## src/rtl/branch_pkg.sv

```systemverilog
// Shared definitions for the branch resolution controller: funct3 codes,
// FSM state encoding and the flush counter width.
package branch_pkg;

  localparam logic [2:0] F3_BEQ  = 3'b000;
  localparam logic [2:0] F3_BNE  = 3'b001;
  localparam logic [2:0] F3_BLT  = 3'b100;
  localparam logic [2:0] F3_BGE  = 3'b101;
  localparam logic [2:0] F3_BLTU = 3'b110;
  localparam logic [2:0] F3_BGEU = 3'b111;

  localparam int unsigned CNT_W = 4;

  typedef enum logic [1:0] {
    S_IDLE   = 2'd0,
    S_RESULT = 2'd1,
    S_FLUSH  = 2'd2
  } state_t;

endpackage

```

## src/rtl/branch_cmp.sv

```systemverilog
// Combinational XLEN comparator shared by the branch datapath.
// BrUn selects unsigned ordering for BrLT.
module branch_cmp #(
  parameter int unsigned XLEN = 32
) (
  input  logic [XLEN-1:0] RS1_data,
  input  logic [XLEN-1:0] RS2_data,
  input  logic            BrUn,
  output logic            BrEq,
  output logic            BrLT
);

  // Equality and signed/unsigned less-than of the two operands
  always_comb begin
    BrEq = (RS1_data == RS2_data);
    if (BrUn) BrLT = (RS1_data < RS2_data);
    else      BrLT = ($signed(RS1_data) < $signed(RS2_data));
  end

endmodule

```

## src/rtl/branch_ctrl.sv

```systemverilog
// Branch resolution controller: resolves one conditional branch per
// handshake, registers direction/target, checks the fetch prediction and
// sequences a fixed-length flush on mispredict.
// Optional macro BRANCH_CTRL_STATS_EN adds branch/mispredict counters.
module branch_ctrl
  import branch_pkg::*;
#(
  parameter int unsigned XLEN         = 32,
  parameter int unsigned FLUSH_CYCLES = 2
) (
  input  logic            clk,
  input  logic            rst_n,
  input  logic            req_valid,
  output logic            req_ready,
  input  logic [2:0]      req_funct3,
  input  logic [XLEN-1:0] req_rs1,
  input  logic [XLEN-1:0] req_rs2,
  input  logic [XLEN-1:0] req_pc,
  input  logic [XLEN-1:0] req_imm,
  input  logic            req_pred_taken,
  output logic            res_valid,
  input  logic            res_ready,
  output logic            res_taken,
  output logic [XLEN-1:0] res_target,
  output logic            res_mispredict,
  output logic            res_illegal,
  output logic            res_misalign,
  output logic            flush,
  input  logic            kill
`ifdef BRANCH_CTRL_STATS_EN
  ,
  output logic [31:0]     stat_branches,
  output logic [31:0]     stat_mispredicts
`endif
);

  state_t           state;
  state_t           next_state;
  logic [CNT_W-1:0] cnt;

  logic             br_un;
  logic             br_eq;
  logic             br_lt;
  logic             taken_d;
  logic             illegal_d;
  logic [XLEN-1:0]  target_d;
  logic             accept;

  branch_cmp #(.XLEN(XLEN)) u_cmp (
    .RS1_data (req_rs1),
    .RS2_data (req_rs2),
    .BrUn     (br_un),
    .BrEq     (br_eq),
    .BrLT     (br_lt)
  );

  // funct3 decode: comparator mode, direction, legality and next PC
  always_comb begin
    br_un     = (req_funct3 == F3_BLTU) || (req_funct3 == F3_BGEU);
    illegal_d = 1'b0;
    taken_d   = 1'b0;
    case (req_funct3)
      F3_BEQ:           taken_d = br_eq;
      F3_BNE:           taken_d = !br_eq;
      F3_BLT, F3_BLTU:  taken_d = br_lt;
      F3_BGE, F3_BGEU:  taken_d = !br_lt;
      default:          illegal_d = 1'b1;
    endcase
    target_d = taken_d ? (req_pc + req_imm) : (req_pc + XLEN'(4));
  end

  // State register plus registered valid/flush flags and flush counter
  always_ff @(posedge clk or negedge rst_n) begin
    if (!rst_n) begin
      state     <= S_IDLE;
      res_valid <= 1'b0;
      flush     <= 1'b0;
      cnt       <= '0;
    end else begin
      state     <= next_state;
      res_valid <= (next_state == S_RESULT);
      flush     <= (next_state == S_FLUSH);
      if (kill)
        cnt <= '0;
      else if (state == S_RESULT && res_ready && res_mispredict)
        cnt <= CNT_W'(FLUSH_CYCLES - 1);
      else if (state == S_FLUSH && cnt != '0)
        cnt <= cnt - 1'b1;
    end
  end

  // Next-state logic; kill overrides every handshake
  always_comb begin
    next_state = state;
    if (kill) begin
      next_state = S_IDLE;
    end else begin
      case (state)
        S_IDLE:   if (req_valid) next_state = S_RESULT;
        S_RESULT: begin
          if (res_ready) begin
            if (res_mispredict)  next_state = S_FLUSH;
            else if (req_valid)  next_state = S_RESULT;
            else                 next_state = S_IDLE;
          end
        end
        S_FLUSH:  if (cnt == '0) next_state = S_IDLE;
        default:  next_state = S_IDLE;
      endcase
    end
  end

  // Request-side ready, the only combinational output
  always_comb begin
    req_ready = 1'b0;
    if (!kill) begin
      case (state)
        S_IDLE:   req_ready = 1'b1;
        S_RESULT: req_ready = res_ready && !res_mispredict;
        default:  req_ready = 1'b0;
      endcase
    end
  end

  assign accept = req_valid && req_ready;

  // Result registers, loaded on each accepted request
  always_ff @(posedge clk or negedge rst_n) begin
    if (!rst_n) begin
      res_taken      <= 1'b0;
      res_target     <= '0;
      res_mispredict <= 1'b0;
      res_illegal    <= 1'b0;
      res_misalign   <= 1'b0;
    end else if (accept) begin
      res_taken      <= taken_d;
      res_target     <= target_d;
      res_mispredict <= (taken_d != req_pred_taken);
      res_illegal    <= illegal_d;
      res_misalign   <= taken_d && (target_d[1:0] != 2'b00);
    end
  end

`ifdef BRANCH_CTRL_STATS_EN
  // Count completed result handshakes that were not killed
  always_ff @(posedge clk or negedge rst_n) begin
    if (!rst_n) begin
      stat_branches    <= '0;
      stat_mispredicts <= '0;
    end else if (res_valid && res_ready && !kill) begin
      stat_branches <= stat_branches + 32'd1;
      if (res_mispredict) stat_mispredicts <= stat_mispredicts + 32'd1;
    end
  end
`endif

endmodule

```

## config.mk

```make
export PLATFORM = sky130hd
export DESIGN_NAME = branch_ctrl
export DESIGN_NICKNAME = d
export VERILOG_FILES = /design/src/rtl/branch_pkg.sv /design/src/rtl/branch_cmp.sv /design/src/rtl/branch_ctrl.sv
export SDC_FILE = /design/constraint.sdc
export NUM_CORES = 1
export LEC_CHECK = 0
export ABC_AREA = 1
export CAP_MARGIN = 20
export CORE_ASPECT_RATIO = 0.75
export CORE_MARGIN = 1
export CORE_UTILIZATION = 45
export DETAILED_ROUTE_END_ITERATION = 7
export PLACE_DENSITY = 0.84
export SYNTH_ARGS = -nofsm -noshare
export SYNTH_HDL_FRONTEND = slang
export SYNTH_SLANG_ARGS = --single-unit
```

## constraint.sdc

```tcl
create_clock -name clk -period 4 [get_ports clk]
set_clock_uncertainty 0.2 [all_clocks]
set_input_delay 0.8 -clock clk [delete_from_list [all_inputs] [get_ports clk]]
set_output_delay 0.8 -clock clk [all_outputs]
set_load 0.02 [all_outputs]
```

==> impl_metrics.tcl <==
set metrics [dict create \
    synth_edf_count 0 \
    antenna_cells 0 \
    avgSynthCellArea_sq_um 6.70 \
    firstDrtPassIters 5 \
    dp_hpwl_um 14700 \
    cts_resized 0 \
    clk_latency_ps 290 \
    seqPwrFrac_pct 27.2 \
    fp.coreArea_sq_mm 0.0116 \
    final_common_cell "nand2_1" \
    groute.usage.overall_pct 28.7 \
    antenna_found_initial 0 \
    finalNetCount 1180 \
    crit_start "req_pc[11]" \
    internal-power_mw 1.36 \
    ys_ff_latch 44 \
    remaining_drc_errors 0 \
    hold_viol 0 \
    p_switching_mw 0.875 \
    synth_cells 797 \
    pwr-share-clk_pct 21.8 \
    ys_seq_area_share_pct 20.6 \
    vias 5993 \
    reg2reg_from "state[1]$_DFF_PN0_" \
    fillCellCount 1053 \
    regArea_sq_mm 0.00110 \
    ctsRootBufferMaster "clkbuf_16" \
    ios 176 \
    min-delay-path-class "input pin to async pin" \
    cts_setup_buffers 0 \
    period_share_pct 83.1 \
    viasPerCell 5.26 \
    port_buffers 175 \
    grt_pass1_vias 5571 \
    slew_headroom_pct 63.4 \
    status "finished clean" \
    crit_required_ps 3990 \
    grt_pass1_wl_um 27500 \
    synth_nets 1001 \
    power_density_mw_per_mm2 299 \
    worstMarginPinSlew_ps 544 \
    wl_um 17200 \
    worstPathArrival_ps 3310 \
    fin_setup_tns_ps 0 \
    rows 34 \
    synth-async-reset-ratio_pct 100 \
    cp-start-kind "input pin" \
    timing_worst_setup_path_type "input pin to flop" \
    clk_pin_slew_worst_paths_ps 70 \
    crit_fanout 5 \
    h-tree-depth 2 \
    gr-total-overflow 0 \
    cts_tree "done" \
    die_h_um 96.4 \
    dp_cells 1130 \
    drive_gt1_share_pct 4.81 \
    ant_nets 0 \
    yosysWarningCount 0 \
    power.total_mw 2.23 \
    dieArea_sq_mm 0.0123 \
    start_util_pct 46.2 \
    ctsHoldBuffers 0 \
    multi_input_area_sq_mm 0.00384 \
    ys.flop_type "dfrtp_1" \
    p_sw_share_pct 39.2 \
    fin_cells 1139 \
    area_growth_pct 39.6 \
    ys_types 43 \
    rsz0062_at_grt "no" \
    wire_per_inst_um 15.1 \
    drt_iter0_drc 401 \
    report.final.slew_viol_count 0 \
    drv_cap 0 \
    grt_max_degree 45 \
    p_comb_share_pct 51.0 \
    gp_congestion 1.00 \
    cts_sinks 44 \
    p_leak_nw 3.61 \
    most-common-layout-cells "204 x nand2_1, 174 x clkdlybuf4s50_1, 93 x nor2_1" \
    fmax_mhz 301 \
    vdd_drop_max_mv 0.245 \
    die_x_um 128 \
    fin_crit_ps 3320 \
    cts_made_buffers 5 \
    setup_violations 0 \
    syn_area_sq_mm 0.00534 \
    endpoint_kind "flop" \
    clockBufferDepth 2 \
]
-- metrics by stage --
stage | area [sq um] | setup WS [ps] | hold WS, ps | util [%]
finish | 7460 | 678 | 207 | 64.4
global route | 7460 | 477 | 218 | 64.4
CTS | 7440 | 731 | 282 | 64.3
detailed placement | 7270 | 452 | 264 | 62.8
global placement | 7270 | 516 | 262 | 62.8
floorplan | 5340 | 1340 | 304 | -
-- power by group through the flow --
| stage | registers (mW) | clock network [mW] | logic [mW] |
|---|---|---|---|
| 2_1_floorplan | 0.725 | 0 | 0.479 |
| 3_3_place_gp | 0.609 | 0 | 1.11 |
| 3_5_place_dp | 0.612 | 0 | 1.12 |
| 4_1_cts | 0.607 | 0.491 | 1.13 |
| 5_1_grt | 0.618 | 0.509 | 1.24 |
| 6_report | 0.608 | 0.487 | 1.14 |
-- worst max-delay path, stage by stage --
cell and delay, ps:
clkdlybuf4s50_1 530, ha_1 430, a21oi_1 200, a21boi_0 320
o21ai_0 200, nand2_1 90, nand3_1 180, a21oi_1 260
nand2_1 80, nand3_1 90, nand2_1 50, nand2_1 50
nand2_1 40
-- worst paths after layout --
kind                                              end  slack (ps)  depth (start not counted)
setup / recovery           res_target[28]$_DFFE_PN0P_         680                         13
hold / removal             res_target[20]$_DFFE_PN0P_         210                          1
setup reg to reg           res_target[31]$_DFFE_PN0P_        1460                          9
hold reg to reg              res_misalign$_DFFE_PN0P_         280                          2
max in group asynchronous   res_target[5]$_DFFE_PN0P_        2900                          2
min in group clk             res_misalign$_DFFE_PN0P_         280                          2
-- layer usage --
layer	GRT usage [%]	wire (um)
met1	41.6	8180
met3	5.45	1580
met2	44.4	7250
met5	0	0
met4	5.49	200
-- cell usage after synthesis (2+ instances only) --
cell type,instances,area share (%)
a21o_1,4,0.56
a21oi_1,65,6.1
buf_2,2,0.19
buf_6,3,0.63
clkbuf_1,3,0.21
dfrtp_1,44,21
ha_1,66,15
inv_1,90,6.3
inv_2,2,0.14
nand2_1,204,14
nand2_2,7,0.82
nand3_1,43,4.0
nand3b_1,2,0.28
nand4_1,13,1.5
nand4_4,2,0.80
nor2_1,93,6.5
nor2_2,2,0.23
nor2_4,2,0.42
nor2_8,2,0.75
nor3_1,9,0.84
nor4_1,3,0.35
o211ai_1,10,1.4
o21a_1,3,0.42
o21ai_0,38,3.6
o21ai_1,6,0.56
o21bai_1,4,0.56
or2_2,9,1.1
xnor2_1,21,3.4
xor2_1,31,5.1
-- cells by family after synthesis --
family / Yosys count / synth area share (%)
fa+ha+maj: 67 / 15.8
xor+xnor: 52 / 8.53
compound gates: 134 / 13.7
buf+inv: 101 / 7.57
flops: 44 / 20.6
simple gates: 399 / 33.7
-- final cells by class --
class / instances / share of cell area [%]
Sequential cell: 44 / 14.8
Clock buffer: 5 / 1.68
Timing Repair Buffer: 180 / 24.1
Inverter: 93 / 4.68
Tap cell: 162 / 2.72
Clock inverter: 3 / 0.621
Multi-Input combinational cell: 652 / 51.4
-- registers in the layout (all words and copies together), names as in the netlist --
name,cells
flush,1
res_valid,1
res_illegal,1
res_misalign,1
state,2
res_mispredict,1
cnt,4
res_taken,1
res_target,32
Power figures use the tool's default switching activity.
==> edit (same settings) <==
Build with the macro `BRANCH_CTRL_STATS_EN` defined.
--- a/src/rtl/branch_ctrl.sv
+++ b/src/rtl/branch_ctrl.sv
@@ -4,2 +4,4 @@
 // Optional macro BRANCH_CTRL_STATS_EN adds branch/mispredict counters.
+`define BRANCH_CTRL_STATS_EN
+
 module branch_ctrl
Formal check against the unedited RTL (old outputs only; new: stat_branches and stat_mispredicts): equivalent (Yosys induction, for registers that start in step).
==> edit against the unedited design <==
- setup slack worse by 0.019 ns
- clock power is 79% higher
- highest routed layer unchanged
- hold slack worse by 0.017 ns
- die area up 60%
- sequential cell count is 64 higher
- wire length increased by 55%
- power grew 60%
- cell area grew 56%
- via count increased by 45%
- cell count rose by 47%
- sequential share of layout area is 8.5 points higher
- synthesized area is 62% higher
- critical path depth is 1 higher
==> edit: results (changes against the unedited design) <==
Synth
  – Cell variety after synth: 47 (was 43)
  – Post-synthesis async set-or-reset flop share: 100% (unchanged)
  – Syn Nets: 1381 (was 1001)
  – Synth area leaders: dfrtp_1 (31%), nand2_1 (15%), ha_1 (9.8%) (was dfrtp_1 (21%), ha_1 (15%), nand2_1 (14%))
  – Avg Inst Size Synth: 7.35 um2 (was 6.70 um2)
  – Post-synthesis sequential area ratio: 31.3% (was 20.6%)
  – Post-synth top flop: dfrtp_1 (unchanged)
  – Top cells by count, synth: nand2_1 (349), inv_1 (127), dfrtp_1 (108) (was nand2_1 (204), nor2_1 (93), inv_1 (90))
  – Warnings, synthesis: 0 (unchanged)

Setup path
  – CP Data Arrival Time: 3.36 ns (was 3.31 ns)
  – Max incr delay on CP: 0.48 ns (was 0.53 ns)
  – FF-to-FF path depth: 9 (unchanged)
  – Critical-path top delay cell: clkdlybuf4s50_1 (unchanged)
  – Crit path max fanout: 4 (was 5)
  – Reg2Reg Capture Point: res_misalign$_DFFE_PN0P_ (was res_target[31]$_DFFE_PN0P_)
  – Reg2reg setup slack: 1.37 ns (was 1.46 ns)
  – FF-to-FF Start: res_mispredict$_DFFE_PN0P_ (was state[1]$_DFF_PN0_)

Layout
  – Layout cells sized above 1: 4.49% (was 4.81%)
  – Regs by FF count: res_target (32), stat_branches (32), stat_mispredicts (32) (was res_target (32), cnt (4), state (2))
  – Diodes inserted: 0 (unchanged)
  – Number of nets in the layout: 1625 (was 1180)
  – Fillers: 1646 (was 1053)

Place
  – Cell total after placement: 1655 (was 1130)
  – Port Buffer Count: 239 (was 175)
  – GPL Wtd Cong: 0.979 (was 1.00)
  – Area post-placement: 11300 um2 (was 7270 um2)
  – DP Wirelength: 21.7 mm (was 14.7 mm)

Worst hold path
  – Hold Path Class: in -> async (unchanged)

Timing
  – Worst hold slack: 0.191 ns (was 0.207 ns)
  – Worst Max-Slew Pin Slew: 0.861 ns (was 0.544 ns)

Route
  – Via/cell ratio: 5.21 (was 5.26)
  – Vias: 8709 (was 5993)
  – DRT Pass-1 Iters: 5 (unchanged)
  – DRT iter0 DRCs: 670 (was 401)
  – Avg WL per Cell: 15.9 um (was 15.1 um)

Pwr
  – VDD IR max: 0.232 mV (was 0.245 mV)
  – Sw Share: 37.0% (was 39.2%)
  – Static Leak: 5.66 nW (was 3.61 nW)

Global routing
  – Pin count of the biggest net entering global routing: 77 (was 45)
  – Vias in the first global route: 8205 (was 5571)
  – Total Routing Usage GR: 26.8% (was 28.7%)
  – Initial antenna violation count: 0 (unchanged)
  – First-pass GRT wire length: 41.8 mm (was 27.5 mm)

CTS
  – Num CTS Buffers: 9 (was 5)
  – Post-CTS Hold Buffers: 0 (unchanged)
  – Bufs on Longest Clock Path: 2 (unchanged)
  – Post-CTS setup buffer count: 0 (unchanged)
  – Clk pin slew, worst setup/hold paths: 0.08 ns
  – Post-CTS Resized: 0 (unchanged)
  – Root buffer cell: clkbuf_16 (unchanged)
  – Clock Latency Late Sink: 0.35 ns (was 0.29 ns)
  – Htree depth: 3 (was 2)

Run status
  – Outcome: complete, no violations (unchanged)
edit: cell types whose count changed after synthesis, moves of 8 or more:
cell / before / now
a21oi_1: 65 / 73
dfrtp_1: 44 / 108
inv_1: 90 / 127
nand2_1: 204 / 349
nand4_1: 13 / 24
nor3_1: 9 / 29
o211ai_1: 10 / 2
o21ai_0: 38 / 48
xnor2_1: 21 / 33
xor2_1: 31 / 75
edit: worst max-delay path by stage:
stage	startpoint	to	slack, ns	cells after the start
after detailed placement	req_pc[0]	res_target[22]$_DFFE_PN0P_	0.34	15
after CTS	req_pc[0]	res_target[22]$_DFFE_PN0P_	0.71	15
final	req_pc[2]	res_target[22]$_DFFE_PN0P_	0.66	14
after global placement	req_pc[0]	res_target[22]$_DFFE_PN0P_	0.39	15
after global routing	req_pc[0]	res_target[22]$_DFFE_PN0P_	0.45	15
after floorplan	req_rs2[31]	res_target[21]$_DFFE_PN0P_	1.23	13
edit: area by class of cell:
class,count,area (um2),share of cell area [%]
clock buffers,9,225,1.94
repair buffers,246,2450,21.1
multi-input cells,924,5380,46.3
well taps,247,309,2.66
flip-flops and latches,108,2700,23.3
clock inverters,7,58.8,0.506
inverters,130,488,4.20
edit: power groups by stage:
stage | combinational [W] | sequential (W) | clock [W]
after floorplan | 0.000546 | 0.00150 | 0
after global placement | 0.00133 | 0.00137 | 0
after detailed placement | 0.00134 | 0.00137 | 0
after CTS | 0.00135 | 0.00135 | 0.000902
after global routing | 0.00147 | 0.00137 | 0.000944
final | 0.00135 | 0.00135 | 0.000873
edit: routing by layer:
metal / track usage [%] / routed length [um] / vias up / share of wire (%)
met5: 0 / 0 / - / 0
met4: 5.78 / 348 / 0 / 1.3
met3: 5.45 / 2160 / 23 / 8.1
met2: 43.2 / 11800 / 346 / 44
met1: 36.9 / 12400 / 4023 / 46
li1: - / - / 4317 / -
edit: logic make-up (layout without fill, tap and decap cells):
group	Yosys count	after routing	share of synthesized area (%)
AO/OA/AOI/OAI	144	144	8.89
XOR/XNOR	108	108	11.0
adder cells (fa/ha/maj)	69	69	10.1
buffers and inverters	143	392	6.39
flip-flops	108	108	31.3
multiplexers	1	1	0.116
AND/OR/NAND/NOR	602	602	32.3
edit: metrics by stage:
stage               power [W]  setup slack, ns
global route          0.00378            0.452
CTS                   0.00360            0.710
detailed placement    0.00271            0.337
floorplan             0.00205             1.23
global placement      0.00270            0.389
finish                0.00358            0.659
edit: critical path, delay by kind of cell:
family / cells / cell delay [ns]
AOI/OAI and AO/OA: 3 / 1.02
adders and majority gates: 1 / 0.38
buffers and inverters: 1 / 0.48
and+or+nand+nor: 9 / 0.67
